===== config.mk =====
export PLATFORM = sky130hd
export DESIGN_NAME = updown_btn_driver
export DESIGN_NICKNAME = d
export VERILOG_FILES = /design/src/rtl/updown_btn_driver.sv
export SDC_FILE = /design/constraint.sdc
export NUM_CORES = 1
export LEC_CHECK = 0
export CAP_MARGIN = 20
export CORE_MARGIN = 3
export CORE_UTILIZATION = 44
export CTS_CLUSTER_SIZE = 16
export DETAILED_ROUTE_END_ITERATION = 12
export SKIP_LAST_GASP = 1
export SYNTH_ARGS = -nofsm -noshare
export SYNTH_HDL_FRONTEND = slang
export SYNTH_SLANG_ARGS = --single-unit
export TNS_END_PERCENT = 100

===== constraint.sdc =====
create_clock -name clk -period 2.3 [get_ports clk]
set_clock_uncertainty 0.15 [all_clocks]
set_input_delay 0.46 -clock clk [delete_from_list [all_inputs] [get_ports clk]]
set_output_delay 0.46 -clock clk [all_outputs]
set_load 0.01 [all_outputs]

===== src/rtl/updown_btn_driver.sv =====
// Push-button front end for the up/down counter: synchronizes and debounces two raw
// buttons and turns presses into single-cycle u/d step pulses with optional auto-repeat.
module updown_btn_driver #(
  parameter int DEBOUNCE_CYCLES = 4,
  parameter int REPEAT_DELAY    = 16,
  parameter int REPEAT_PERIOD   = 8,
  parameter bit REPEAT_EN       = 1'b1
) (
  input  logic clk,
  input  logic reset,
  input  logic btn_up,
  input  logic btn_down,
  output logic u,
  output logic d,
  output logic locked
);

  localparam int DB_W    = $clog2(DEBOUNCE_CYCLES + 1);
  localparam int TMR_MAX = (REPEAT_DELAY > REPEAT_PERIOD) ? REPEAT_DELAY : REPEAT_PERIOD;
  localparam int TMR_W   = $clog2(TMR_MAX);

  localparam logic [DB_W-1:0]  DB_LAST     = DB_W'(DEBOUNCE_CYCLES - 1);
  localparam logic [TMR_W-1:0] DELAY_LAST  = TMR_W'(REPEAT_DELAY - 1);
  localparam logic [TMR_W-1:0] PERIOD_LAST = TMR_W'(REPEAT_PERIOD - 1);

  typedef enum logic [1:0] {IDLE, DELAY, REPEAT, LOCK} state_t;

  logic [1:0]            up_sync, dn_sync;
  logic [1:0]            sync_lvl;   // [0] = up, [1] = down
  logic [1:0]            deb;        // debounced levels, same bit order
  logic [1:0][DB_W-1:0]  db_cnt;

  state_t                state;
  logic                  dir_dn;
  logic [TMR_W-1:0]      timer;
  logic                  btn_u, btn_d, active, other;
  logic [TMR_W-1:0]      timer_last;

  assign sync_lvl = {dn_sync[1], up_sync[1]};
  assign btn_u    = deb[0];
  assign btn_d    = deb[1];
  assign active   = dir_dn ? btn_d : btn_u;
  assign other    = dir_dn ? btn_u : btn_d;
  assign timer_last = (state == DELAY) ? DELAY_LAST : PERIOD_LAST;

  // Two-flop synchronizers feed a per-button run-length debouncer.
  always_ff @(posedge clk or posedge reset) begin
    if (reset) begin
      up_sync <= '0;
      dn_sync <= '0;
      deb     <= '0;
      db_cnt  <= '0;
    end else begin
      up_sync <= {up_sync[0], btn_up};
      dn_sync <= {dn_sync[0], btn_down};
      for (int i = 0; i < 2; i++) begin
        if (sync_lvl[i] == deb[i]) begin
          db_cnt[i] <= '0;
        end else if (db_cnt[i] == DB_LAST) begin
          deb[i]    <= sync_lvl[i];
          db_cnt[i] <= '0;
        end else begin
          db_cnt[i] <= db_cnt[i] + 1'b1;
        end
      end
    end
  end

  always_ff @(posedge clk or posedge reset) begin
    if (reset) begin
      state  <= IDLE;
      dir_dn <= 1'b0;
      timer  <= '0;
      u      <= 1'b0;
      d      <= 1'b0;
      locked <= 1'b0;
    end else begin
      // NOTE: non-blocking defaults here are overridden by later assignments in the
      // same block, which keeps every pulse exactly one cycle wide.
      u <= 1'b0;
      d <= 1'b0;
      unique case (state)
        IDLE: begin
          if (btn_u && btn_d) begin
            state  <= LOCK;
            locked <= 1'b1;
          end else if (btn_u || btn_d) begin
            state  <= DELAY;
            dir_dn <= btn_d;
            timer  <= '0;
            u      <= btn_u;
            d      <= btn_d;
          end
        end
        DELAY, REPEAT: begin
          // Release and lock are checked first so they suppress a pulse due this edge.
          if (!active) begin
            state <= IDLE;
          end else if (other) begin
            state  <= LOCK;
            locked <= 1'b1;
          end else if (REPEAT_EN) begin
            if (timer == timer_last) begin
              state <= REPEAT;
              timer <= '0;
              u     <= !dir_dn;
              d     <= dir_dn;
            end else begin
              timer <= timer + 1'b1;
            end
          end
        end
        LOCK: begin
          if (!btn_u && !btn_d) begin
            state  <= IDLE;
            locked <= 1'b0;
          end
        end
        default: begin
          state  <= IDLE;
          locked <= 1'b0;
        end
      endcase
    end
  end

endmodule


# After elaboration in Yosys (flattened, before gate mapping)
# Cells that the tools add are included.
[classes] add_sub_neg=3 eq_ne=17 mux=37 bitwise=3 n_reduce_logical=15
[ops] cell="4-bit 2-to-1 mux" n=6
[ops] cell="1-bit 2-to-1 mux" n=16
[ops] cell="2-bit inequality test, second input constant" n=7
[ops] cell="2-bit 2-to-1 mux" n=6
[ops] cell="3-bit 2-to-1 mux" n=4
[ops] cell="4-bit case mux with 2 select lines" n=1
[ops] cell="3-bit by 1-bit adder with 3-bit output, second input constant" n=2
[ops] cell="3-bit by 2-bit equality test with 1-bit output, second input constant" n=2
[ops] cell="2-bit case mux with 3 select lines" n=1
[ops] cell="3-bit AND reduction" n=2
[ops] cell="5-bit AND reduction" n=1
[ops] cell="4-bit by 1-bit adder with 4-bit output, second input constant" n=1
[ops] cell="2-bit equality test, second input constant" n=2
[ops] cell="4-bit equality test" n=1
[ops] cell="4-bit inequality test, second input constant" n=1
[ops] cell="1-bit case mux with 2 select lines" n=2
[ops] cell="2-bit AND reduction" n=2
[ops] cell="4-bit AND reduction" n=1
[ops] cell="1-bit logical NOT" n=3
[ops] cell="3-bit inequality test, second input constant" n=1
[ops] cell="1-bit inverter" n=3
[ops] cell="1-bit case mux with 3 select lines" n=1
[ops] cell="1-bit equality test" n=2
[ops] cell="2-bit by 1-bit equality test with 1-bit output, second input constant" n=1
[ops] cell="other kinds (5)" n=6
[word_totals] regBits=22 in_bits=4 output_inout_bits=3 elab_cells=87

# Depth between registers and ports, before layout
# Gate-level depths: netlist of run 1.
[logic_depth] word_depth=7 depth_mapped=7 ltp_nobuf=6

# Worst setup path after synthesis of run 1
# No wires, ideal clock.
[synth_timing] path_kind="register to register" start="reg state[0]" end="reg timer[0]" setup_ns=0.125 t_arrival_ns=1.527 required_ns=2.025 setup_slack_ns=0.498 path_stages_with_launch=7 path_buffers=0 path_cell_list="dfrtp_1 -> inv_1 -> ha_1 -> nor2b_1 -> a31oi_1 -> a21oi_1 -> mux2_2"
[synth_via] elab_chain_len=7
[synth_rtl] element="from (decl)" line="33" source="state_t state;"
[synth_rtl] element="from (signal assigned)" line="71" source="state <= IDLE;"
[synth_rtl] element="from (signal assigned)" line="85" source="state <= LOCK;"
[synth_rtl] element="from (signal assigned)" line="88" source="state <= DELAY;"
[synth_rtl] element="2-bit by 1-bit equality test with 1-bit output" line="44, 82"
[synth_rtl] element="4-bit 2-to-1 mux" line="44" source="assign timer_last = (state == DELAY) ? DELAY_LAST : PERIOD_LAST;"
[synth_rtl] element="4-bit equality test" line="103" source="if (timer == timer_last) begin"
[synth_rtl] element="4-bit 2-to-1 mux" line="103"
[synth_rtl] element="4-bit 2-to-1 mux" line="99" source="end else if (other) begin"
[synth_rtl] element="4-bit 2-to-1 mux" line="97" source="if (!active) begin"
[synth_rtl] element="4-bit case mux with 2 select lines" line="82" source="unique case (state)"
[synth_rtl] element="to (signal assigned)" line="109" source="timer <= timer + 1'b1;"
[synth_rtl] element="to (decl)" line="35" source="logic [TMR_W-1:0] timer;"
# Several ways; a longest one is shown, not always the timed one. The select of a mux whose other input is x is not followed.
# A chain may end at the register's enable or synchronous reset.

# Worst setup path in the final report of run 1
[layout_timing] start="reg state[1]" end="reg timer[0]"
# Same word-level chain as after synthesis.

==> results of run 1 <==
==> worst max-delay path by stage <==
stage | startpoint | to | slack (ns) | cells after the start
finish | state[1]$_DFFE_PP0P_ | timer[0]$_DFFE_PP0P_ | 0.31 | 6
global route | state[0]$_DFFE_PP0P_ | timer[0]$_DFFE_PP0P_ | 0.10 | 6
CTS | state[0]$_DFFE_PP0P_ | timer[0]$_DFFE_PP0P_ | 0.30 | 6
detailed placement | state[0]$_DFFE_PP0P_ | timer[0]$_DFFE_PP0P_ | 0.32 | 6
global placement | state[0]$_DFFE_PP0P_ | timer[0]$_DFFE_PP0P_ | 0.34 | 6
floorplan | state[0]$_DFFE_PP0P_ | timer[0]$_DFFE_PP0P_ | 0.50 | 6
==> per-stage QoR <==
step	util	hold WS [ns]	setup slack [ns]	total power, mW	instances
2_1_floorplan	-	0.181	0.498	1.10	106
3_3_place_gp	0.529	0.183	0.341	1.28	141
3_5_place_dp	0.529	0.187	0.323	1.29	141
4_1_cts	0.539	0.217	0.297	1.47	144
5_1_grt	0.539	0.226	0.102	1.61	144
6_report	0.539	0.211	0.313	1.46	144
==> power by group through the flow <==
| stage | Clock, mW | Sequential [mW] | Combinational [mW] |
|---|---|---|---|
| 4_1_cts | 0.186 | 0.576 | 0.711 |
| 3_3_place_gp | 0 | 0.583 | 0.695 |
| 2_1_floorplan | 0 | 0.591 | 0.505 |
| 3_5_place_dp | 0 | 0.585 | 0.706 |
| 5_1_grt | 0.197 | 0.591 | 0.819 |
| 6_report | 0.176 | 0.575 | 0.704 |
==> layout by cell type (no fill, tap or decap), types with 4 or more instances in the layout <==
cell / instances
o21ai_0: 8
nand2_1: 10
clkdlybuf4s50_1: 6
nor2_1: 4
ha_1: 12
inv_1: 9
dfrtp_1: 22
a22oi_1: 4
nor3b_1: 4
==> area by class of cell <==
| type | count | area, sq um |
|---|---|---|
| Fill cell | 211 | 1070 |
| Sequential cell | 22 | 551 |
| Inverter | 9 | 33.8 |
| Multi-Input combinational cell | 73 | 524 |
| Timing Repair Buffer | 9 | 82.6 |
| Clock buffer | 3 | 22.5 |
| Tap cell | 28 | 35.0 |
==> worst max-delay path: stages (launching register included) <==
cell and delay, ns:
dfrtp_1 0.42, inv_1 0.10, ha_1 0.30, nor2b_1 0.11
a31oi_1 0.39, a21oi_1 0.12, mux2_2 0.29
==> flip-flops by register name, indices dropped and copies added (netlist names) <==
name     cells
db_cnt       6
timer        4
deb          2
dn_sync      2
state        2
up_sync      2
d            1
dir_dn       1
locked       1
u            1
==> layer usage <==
metal  up-vias  global-route usage  part of all wire
li1        386                   -                 -
met1       351               0.164              0.48
met2         9               0.214              0.48
met3         2              0.0207             0.028
met4         0              0.0610             0.010
met5         -                   0                 0
==> cells by family (layout without fill, tap and decap cells) <==
logic type	count (synthesis)	count (layout)	synth area share
fa+ha+maj	12	12	0.134
buf+inv	11	21	0.0381
mux	3	3	0.0280
flops	22	22	0.493
xor+xnor	3	3	0.0235
compound gates	22	22	0.123
simple gates	33	33	0.160
==> flow_summary.yaml, run 1 <==
run_status:
  status: "finished clean"
power:
  ir_drop_uv: 527
  power_frac_seq: 0.395
  p_per_area_nw_per_um2: 1170
  p_clk_frac: 0.121
  intPower_mw: 0.868
  p_sw_frac: 0.404
  p_leak_nw: 0.571
  pwr-share-comb: 0.484
  power.net_switching_mw: 0.588
logic_synthesis:
  synth_seq_cells: 22
  syn_area_per_cell_sq_um: 10.5
  yosysMostFrequentCell: "dfrtp_1"
  synth_edf_count: 0
  ys_types: 30
  yosysTopAreaCell: "dfrtp_1"
  yosysWarnings: 0
  synth_area_leaders: "dfrtp_1, ha_1, o21ai_0"
  synthCells: 106
  yosys-top-cells-count: "dfrtp_1, ha_1, nand2_1"
  synthDominantCellAreaShare: 0.493
  syn_nets: 122
  yosysSeqAreaShare: 0.493
  async_flop_share: 1.00
  syn_area_sq_um: 1120
  ys.flop_type: "dfrtp_1"
setup_path:
  worst_r2r_endpoint: "timer[0]$_DFFE_PP0P_"
  r2r_cells: 6
  worstSetupStartpointType: "flop"
  reg2reg_setup_slack_ns: 0.31
  rr_startpoint: "state[1]$_DFFE_PP0P_"
  cp_max_fo: 8
  crit_path_end_kind: "flop"
  arrival_ns: 2.04
  crit_required_ns: 2.35
  path_class: "reg -> reg"
place:
  place.gp.congestion: 0.750
  port_buffers: 6
  dp_hpwl_mm: 1.34
  dpl_cell_area_sq_um: 1230
clock_tree:
  clock_path_buffers: 2
  cts_htree_levels: 1
  cts_setup_buffers: 0
  cts-root-buf: "clkbuf_4"
  clk_pin_slew_ns: 0.12
  hold_buffers: 0
  tritoncts: "yes"
  clock-sinks: 22
  cts_buffers: 3
  clk_latency_ns: 0.30
  cts_resized: 0
drt:
  drtAntennaViolNets: 0
  wl_per_cell_um: 12.5
  dr_total_vias: 748
  drc: 0
  wl_mm: 1.80
  dr.pass1.iters: 4
  drtIter0Drc: 8
  routed_via_density: 5.19
global_route:
  first_global_vias: 759
  antenna_found_initial: 0
  grt_max_degree: 23
  overflow: 0
  grt_util_all_layers: 0.129
  grt_pass1_wl_mm: 3.21
sta:
  fin_tns_setup_ns: 0
  slew-limit-headroom: 0.686
  setup_viol: 0
  rsz0062_at_grt: "no"
  fin_crit_sh: 0.864
  finalCriticalPeriod_ns: 1.99
  timing.final.max_slew_violations: 0
  hold_viol_final: 0
  worst_slew_pin_slew_ns: 0.469
  max_freq_ghz: 0.503
die:
  ios: 7
  fp-row-count: 17
  core_sq_um: 2320
  die_h_um: 56.4
  die_w_um: 56.4
  start_util: 0.482
  dieArea_sq_um: 3180
cells_and_area:
  diodes: 0
  area_growth_pct: 11.8
  finalNetCount: 134
  final_layout_size_suffix_gt1_frac: 0.0776
  final_area_sq_um: 1250
worst_hold_path:
  min_from: "up_sync[0]$_DFF_PP0_"
  hold_path_end: "up_sync[1]$_DFF_PP0_"
  hold_class: "reg -> reg"
  hold_depth: 0
flow_run:
  cap_violations: 0
Power figures use the tool's default switching activity.
==> run 2, diff against run 1 <==
--- a/config.mk
+++ b/config.mk
@@ -11,6 +11,7 @@
 export CTS_CLUSTER_SIZE = 16
 export DETAILED_ROUTE_END_ITERATION = 12
 export SKIP_LAST_GASP = 1
+export SLEW_MARGIN = 25
 export SYNTH_ARGS = -nofsm -noshare
 export SYNTH_HDL_FRONTEND = slang
 export SYNTH_SLANG_ARGS = --single-unit
==> results of run 2 <==
The final DEF is identical to that of run 1; final timing and power are the same.
